===== config.mk =====
export PLATFORM = sky130hd
export DESIGN_NAME = lap_recorder
export DESIGN_NICKNAME = d
export VERILOG_FILES = /design/src/rtl/lap_recorder.sv
export SDC_FILE = /design/constraint.sdc
export NUM_CORES = 1
export LEC_CHECK = 0
export BUFFER_PORTS_ARGS = -buffer_cell sky130_fd_sc_hd__buf_2
export CELL_PAD_IN_SITES_DETAIL_PLACEMENT = 1
export CELL_PAD_IN_SITES_GLOBAL_PLACEMENT = 1
export CORE_ASPECT_RATIO = 1.2
export CORE_UTILIZATION = 51
export DETAILED_ROUTE_END_ITERATION = 6
export PLACE_DENSITY = 0.88
export SYNTH_ARGS = -nofsm -noshare
export SYNTH_HDL_FRONTEND = slang
export SYNTH_SLANG_ARGS = --single-unit
export TNS_END_PERCENT = 30

===== constraint.sdc =====
create_clock -name clock -period 3.45 [get_ports clock]
set_clock_uncertainty 0.05 [all_clocks]
set_input_delay 0.345 -clock clock [delete_from_list [all_inputs] [get_ports clock]]
set_output_delay 0.345 -clock clock [all_outputs]
set_load 0.02 [all_outputs]

===== src/rtl/lap_recorder.sv =====
// rtl/lap_recorder.sv - stopwatch lap memory with live/review display selection
//
// Stores up to DEPTH lap times as 16-bit words {min, st, su, ten}, in arrival
// order with slot 0 as the oldest. A two-state machine (LIVE/REVIEW) chooses
// whether the display sees the live digits or a stored lap.
//
// Ports:
//   clock                  rising-edge system clock
//   reset                  synchronous active-high reset
//   lap_pulse              one-cycle capture request (only while running)
//   recall_pulse           one-cycle review step request
//   clear_pulse            one-cycle clear request, beats lap/recall
//   running                stopwatch running flag
//   live_min/st/su/ten     live BCD digits
//   out_min/st/su/ten      registered digits to the display mux
//   showing_lap            1 while a stored lap is on out_*
//   lap_index              slot being reviewed (0 = oldest)
//   lap_count              number of valid stored laps
//   full                   lap_count == DEPTH
//   overflow               sticky: a lap was dropped because storage was full
module lap_recorder #(
  parameter int DEPTH = 4
) (
  input  logic       clock,
  input  logic       reset,
  input  logic       lap_pulse,
  input  logic       recall_pulse,
  input  logic       clear_pulse,
  input  logic       running,
  input  logic [3:0] live_min,
  input  logic [3:0] live_st,
  input  logic [3:0] live_su,
  input  logic [3:0] live_ten,
  output logic [3:0] out_min,
  output logic [3:0] out_st,
  output logic [3:0] out_su,
  output logic [3:0] out_ten,
  output logic       showing_lap,
  output logic [2:0] lap_index,
  output logic [3:0] lap_count,
  output logic       full,
  output logic       overflow
);

  localparam logic ST_LIVE   = 1'b0;
  localparam logic ST_REVIEW = 1'b1;
  localparam logic [3:0] DEPTH_L = 4'(DEPTH);

  logic        state;
  // Sized for the largest legal DEPTH so the 3-bit slot index always fits;
  // only the first DEPTH entries are ever written.
  logic [15:0] slots [8];
  logic [15:0] live_word;
  logic [15:0] out_word;
  logic        lap_req;
  logic        capture_ok;
  logic        last_lap;

  assign live_word  = {live_min, live_st, live_su, live_ten};
  assign lap_req    = lap_pulse && running;
  assign capture_ok = lap_req && (lap_count < DEPTH_L);
  // Uses lap_count before any same-cycle capture lands.
  assign last_lap   = ({1'b0, lap_index} == (lap_count - 4'd1));
  assign full       = (lap_count == DEPTH_L);

  always_ff @(posedge clock) begin
    if (reset || clear_pulse) begin
      state     <= ST_LIVE;
      lap_count <= 4'd0;
      lap_index <= 3'd0;
      overflow  <= 1'b0;
    end else begin
      if (capture_ok) begin
        lap_count <= lap_count + 4'd1;
      end else if (lap_req) begin
        overflow <= 1'b1;
      end

      if (recall_pulse) begin
        if (state == ST_LIVE) begin
          if (lap_count != 4'd0) begin
            state     <= ST_REVIEW;
            lap_index <= 3'd0;
          end
        end else if (last_lap) begin
          state     <= ST_LIVE;
          lap_index <= 3'd0;
        end else begin
          lap_index <= lap_index + 3'd1;
        end
      end
    end
  end

  // Slot contents survive reset and clear; lap_count alone defines validity.
  always_ff @(posedge clock) begin
    if (!reset && !clear_pulse && capture_ok) begin
      slots[lap_count[2:0]] <= live_word;
    end
  end

  // Display stage follows the registered state, so a new review slot appears
  // one cycle after the state/index change and showing_lap stays aligned.
  always_ff @(posedge clock) begin
    if (reset) begin
      out_word    <= 16'h0000;
      showing_lap <= 1'b0;
    end else begin
      showing_lap <= (state == ST_REVIEW);
      out_word    <= (state == ST_REVIEW) ? slots[lap_index] : live_word;
    end
  end

  assign out_min = out_word[15:12];
  assign out_st  = out_word[11:8];
  assign out_su  = out_word[7:4];
  assign out_ten = out_word[3:0];

endmodule


==> results of run 1 <==
synth_stat cells, drive strengths merged:
| library cell | count |
|---|---|
| nand2 | 5 |
| or2 | 1 |
| o31ai | 2 |
| mux2i | 18 |
| dfxtp | 29 |
| buf | 10 |
| inv | 3 |
| o21ai | 1 |
| mux4 | 32 |
| nor2 | 21 |
| clkbuf | 6 |
| ha | 3 |
| a21oi | 3 |
| nand4 | 1 |
| xnor2 | 1 |
| and2 | 1 |
| or3 | 1 |
| nor2b | 1 |
| a211oi | 17 |
| edfxtp | 128 |
| conb | 1 |
| nand3 | 2 |
| xor2 | 5 |
| or4b | 1 |
| nor3 | 9 |
| nand3b | 1 |
| o211ai | 1 |
state kept, by name (all words and copies together), names as in the netlist, named ones only:
signal	flops
state	1
overflow	1
showing_lap	1
lap_count	4
slots	128
lap_index	3
out_word	16
cells by family after synthesis:
group | after synthesis
simple gates | 44
flops | 157
other cells | 1
buf+inv | 19
mux | 50
compound gates | 24
xor+xnor | 6
fa+ha+maj | 3
area by class of cell:
cell class,instances,share of cell area [%]
inverters,3,0.155
clock buffers,20,6.02
repair buffers,54,4.14
flip-flops and latches,157,61.0
clock inverters,12,3.33
well taps,154,2.66
multi-input cells,191,22.7
worst paths after layout:
kind	to	startpoint	cells past startpoint	slack [ps]
setup / recovery	out_word[2]$_SDFF_PP0_	register	4	1320
hold / removal	slots[3][10]$_DFFE_PP_	live_st[2]	1	170
setup reg to reg	out_word[2]$_SDFF_PP0_	register	4	1320
hold reg to reg	overflow$_SDFFE_PP0P_	overflow$_SDFFE_PP0P_	2	410
power by group through the flow:
stage | registers, mW | clock network [mW] | logic [mW]
2_1_floorplan | 2.20 | 0 | 0.0621
3_3_place_gp | 2.19 | 0 | 0.125
3_5_place_dp | 2.20 | 0 | 0.133
4_1_cts | 2.16 | 2.17 | 0.134
5_1_grt | 2.16 | 2.23 | 0.150
6_report | 2.16 | 2.14 | 0.137
metal layers:
metal | vias to the layer above | global-route usage, % | routed length (um)
li1 | 1399 | - | -
met1 | 1584 | 27.2 | 4970
met2 | 77 | 37.8 | 6390
met3 | 17 | 5.07 | 443
met4 | 0 | 8.97 | 226
met5 | - | 0 | 0
worst max-delay path, cell delays in order (launching register included):
cell and delay, ps:
dfxtp_2 760, buf_12 270, mux4_2 520, mux2i_1 220, a211oi_1 140
==> impl_metrics.toml, run 1 <==
[placement]
port_buffers = 47
dpl_cell_area_sq_um = 6580
dpl.hpwl_um = 7020
gp_congestion = 0.793
numPlacedInstances = 559
place_ws_ps = 1320

[global_routing]
antenna_found_initial = 0
global_route.overflow_total = 0
global_route_wire_length_before_repair_um = 18800
grt_pass1_vias = 3383
grt_start_max_net_pins = 38
global_route.usage.total_pct = 22.1

[yosys]
postSynthRegisterBits = 157
yosysUniqueCellTypes = 32
yosys_warnings = 0
synth_area_leaders = "edfxtp_1 (65%), mux4_2 (12%), dfxtp_1 (9.8%), mux2i_1 (3.0%), a211oi_1 (2.0%)"
synth-seq-area-share_pct = 74.6
synth_area_sq_um = 5930
synth.top_cell.area_share_pct = 64.8
synthXorXnorAreaFrac_pct = 0.886
yosys.area_share.adder_pct = 0.633
synth_mux_area_share_pct = 15.2
synth_top_cell_by_area = "edfxtp_1"
synth_top_family_by_area = "multiplexers"
synth_simple_gate_area_share_pct = 3.67
synth-compound-area-share_pct = 3.02
synth_cells = 304
postSynthAreaPerCell_sq_um = 19.5

[die]
dieArea_sq_um = 12100
die-width_um = 100
core_region_area_sq_um = 11200
num_io_pins = 48
start_util_pct = 53.0
fp-row-count = 42
dieHeight_um = 120

[critical_path]
worst-endpoint-required_ps = 3660
worstPathMaxFanout = 17
end_kind = "register"
worstPathArrival_ps = 2340
setup.worst_path.start_class = "register"
worstSetupPathType = "register to register"

[power]
comb_power_share_pct = 3.1
pwr_density_cell_nw_per_um2 = 611
total_internal_power_mw = 3.61
max-vdd-ir-drop_mv = 0.376
switching_power_share_of_the_total_pct = 18.6
totalPowerFinal_mw = 4.43
leakage_nw = 2.61
seqPwrFrac_pct = 48.7
switchingPower_uw = 824
power.clock.fraction_pct = 48.2

[timing]
slew_headroom_pct = 23.2
timing.final.max_slew_violations = 0
final.setup.worst_slack_ps = 1320
grt_setup_unrepaired = "no"
post-route-min-period_ps = 2130
holdWs_ps = 175
setup-violations-final = 0
maximum_achievable_frequency_ghz = 0.470
totalNegativeSetupSlack_ps = 0
timing_hold_violations_final = 0
timing.final.crit_share_pct = 61.7
slew_at_the_pin_with_the_worst_max_slew_slack_ps = 1150

[status]
run_status = "finished, final reports clean"

[detailed_routing]
drcViolationCount = 0
detailroute.via_count = 3077
drt_first_iter_violations = 111
detail_route.wl_per_cell_um = 20.3
route.detailed.vias_per_inst = 5.21
antenna_left = 0
detail_route.first_pass.iterations = 4
wl_um = 12000

[layout]
layoutNonFillerInstCount = 591
synthToLayoutAreaGrowth_pct = 22.4
final_cell_area_sq_um = 7260
layout.core_utilization_pct = 64.8
fin_nets = 449
drive_above_1_share_pct = 28.8
multi_input_comb_area_sq_um = 1650
layout.filler_cells = 988
antenna_cells = 0
mostFrequentLayoutCell = "edfxtp_1"
mostFrequentLayoutCells = "edfxtp_1 (128), conb_1 (64), buf_2 (47)"
seqCellArea_sq_um = 4430

[clock_network]
ctsHtreeMaxLevel = 4
clock-sinks = 157
cts.clk_slew.worst_paths_ps = 60
cts-root-buf = "clkbuf_16"
cts_post_setup_buffers_inserted = 0
clk-insertion-delay-late_ps = 410
cts_tree = "built"
cts_inserted_buffers = 17
postCtsResizedCells = 0
cts_hold_buffers = 0
cts_buffer_depth = 2

[min_path]
min-delay-path-class = "primary input to register"

[run]
timing.max_cap.violations = 0
(Power assumes the default switching activity.)
==> run 2, diff against run 1 <==
==> constraint.sdc (replaced) <==
create_clock -name clock -period 2.1 [get_ports clock]
set_clock_uncertainty 0.05 [all_clocks]
set_input_delay 0.21 -clock clock [delete_from_list [all_inputs] [get_ports clock]]
set_output_delay 0.21 -clock clock [all_outputs]
set_load 0.02 [all_outputs]
==> run 2 against run 1 <==
Setup slack worse by 1200 ps; fmax up 7.2%; clock-buffer cell count up 1; routed wire length up 12%; critical path depth up 2; sequential share of layout area up 0.30 points; largest power group unchanged; highest routed layer unchanged.
==> impl_metrics.toml, run 2 (same netlist as run 1, synthesis figures left out) <==
[status]
run_status = "finished, final reports clean"

[power]
pwr_density_cell_nw_per_um2 = 931
max-vdd-ir-drop_mv = 0.829
totalPowerFinal_mw = 6.73
leakage_nw = 2.58

[placement]
port_buffers = 47
place_ws_ps = 267
numPlacedInstances = 565
dpl.hpwl_um = 7680
gp_congestion = 0.826

[critical_path]
worstPathArrival_ps = 2210
setup.worst_path.start_class = "register"
worstPathMaxFanout = 3
reg2reg_slack_ps = 110
crit_chain = "inv_1 > ha_1 > xor2_1 > nand3_1 > a211oi_2 > nor3_1"
worstSetupPathType = "register to register"
end_kind = "register"
worst-endpoint-required_ps = 2320
worstReg2RegStart = "lap_count[0]$_SDFFE_PP0P_"
critPathSlowestCell = "dfxtp_1"
critical-path-max-stage-delay_ps = 380
ff_to_ff_path_depth = 6

[clock_network]
clock-sinks = 157
cts-root-buf = "clkbuf_16"
cts_inserted_buffers = 17
ctsHtreeMaxLevel = 4
clk-insertion-delay-late_ps = 410
cts.clk_slew.worst_paths_ps = 60
cts_buffer_depth = 2
cts_hold_buffers = 0
cts_post_setup_buffers_inserted = 0
cts_tree = "built"
postCtsResizedCells = 0

[global_routing]
grt_start_max_net_pins = 37
global_route_wire_length_before_repair_um = 20500
global_route.usage.total_pct = 24.5
global_route.overflow_total = 0
grt_pass1_vias = 3511
antenna_found_initial = 1

[detailed_routing]
drt_first_iter_violations = 196
antenna_left = 0
drcViolationCount = 0
top_layer = "met4"
route.detailed.vias_per_inst = 5.34
detail_route.first_pass.iterations = 4
detail_route.wirelength.met1_um = 5330
met3_wl_um = 476
detailroute.via_count = 3188
met2_wirelength_um = 7510
wl_um = 13500
detail_route.wl_per_cell_um = 22.6

[timing]
final.setup.worst_slack_ps = 115
timing.final.crit_share_pct = 94.5
grt_setup_unrepaired = "no"
timing.final.max_slew_violations = 0
setup-violations-final = 0
maximum_achievable_frequency_ghz = 0.504
holdWs_ps = 41.7
timing_hold_violations_final = 0
post-route-min-period_ps = 1990

[layout]
mostFrequentLayoutCell = "edfxtp_1"
antenna_cells = 0
mostFrequentLayoutCells = "edfxtp_1 (128), conb_1 (64), buf_2 (47)"
seqCellArea_sq_um = 4430
layout.filler_cells = 1012
largest_reg_flops = 128
multi_input_comb_area_sq_um = 1650
layout.core_utilization_pct = 64.5
fin_nets = 455
layoutNonFillerInstCount = 597
drive_above_1_share_pct = 29.3
synthToLayoutAreaGrowth_pct = 21.8

[die]
core_region_area_sq_um = 11200
dieHeight_um = 120
num_io_pins = 48
fp-row-count = 42
start_util_pct = 53.0
die-width_um = 100
dieArea_sq_um = 12100

[min_path]
worstHoldPathCells = 1
hold_path_end = "slots[2][8]$_DFFE_PP_"
min-delay-path-class = "primary input to register"
timing.hold.worst.start = "live_st[0]"

[run]
timing.max_cap.violations = 0
[run 2: cell types whose count changed in the layout (fill, tap and decap cells not counted), sizes merged]
cell	before	now
clkinvlp	1	5
buf	54	60
clkbuf	20	21
bufinv	7	2
[run 2: metrics by stage]
step                      area (sq um)  TNS [ps]
final                             7220         0
after global routing              7220         0
after CTS                         7220         0
after detailed placement          6660         0
after global placement            6660         0
after floorplan                   6190     -6510
[run 2: power by group]
part | switching (mW) | internal [mW] | total, mW
Sequential | 0.0448 | 3.50 | 3.55
Clock | 1.19 | 1.74 | 2.93
Combinational | 0.160 | 0.0843 | 0.245
Total | 1.40 | 5.33 | 6.73
[run 2: cell type report]
cell class                 count  area share, %
timing repair buffer          60           5.30
inverter                       3          0.156
sequential                   157           61.3
tap                          154           2.67
multi-input combinational    191           22.8
clock inverter                11           1.66
clock buffer                  21           6.10
[run 2: worst max path at each step]
stage | cells past startpoint | to | slack [ps] | startpoint
after floorplan | 3 | slots[0][0]$_DFFE_PP_ | -100 | lap_count[3]$_SDFFE_PP0P_
after global placement | 6 | register | 400 | lap_count[0]$_SDFFE_PP0P_
after detailed placement | 6 | register | 270 | lap_count[0]$_SDFFE_PP0P_
after CTS | 6 | register | 130 | lap_count[0]$_SDFFE_PP0P_
after global routing | 6 | register | 80 | lap_count[0]$_SDFFE_PP0P_
final | 6 | register | 110 | lap_count[0]$_SDFFE_PP0P_
[run 2: critical path, delay by kind of cell (launching register included)]
kind            cells  cell delay [ps]
compound gates      1              340
xor+xnor            1              280
fa+ha+maj           1              360
buf+inv             1              130
flops               1              380
simple gates        2              300
[run 2: layer usage]
metal / track usage (%) / up-vias
li1: - / 1406
met1: 28.5 / 1697
met2: 44.2 / 69
met3: 6.12 / 16
met4: 7.97 / 0
met5: 0 / -
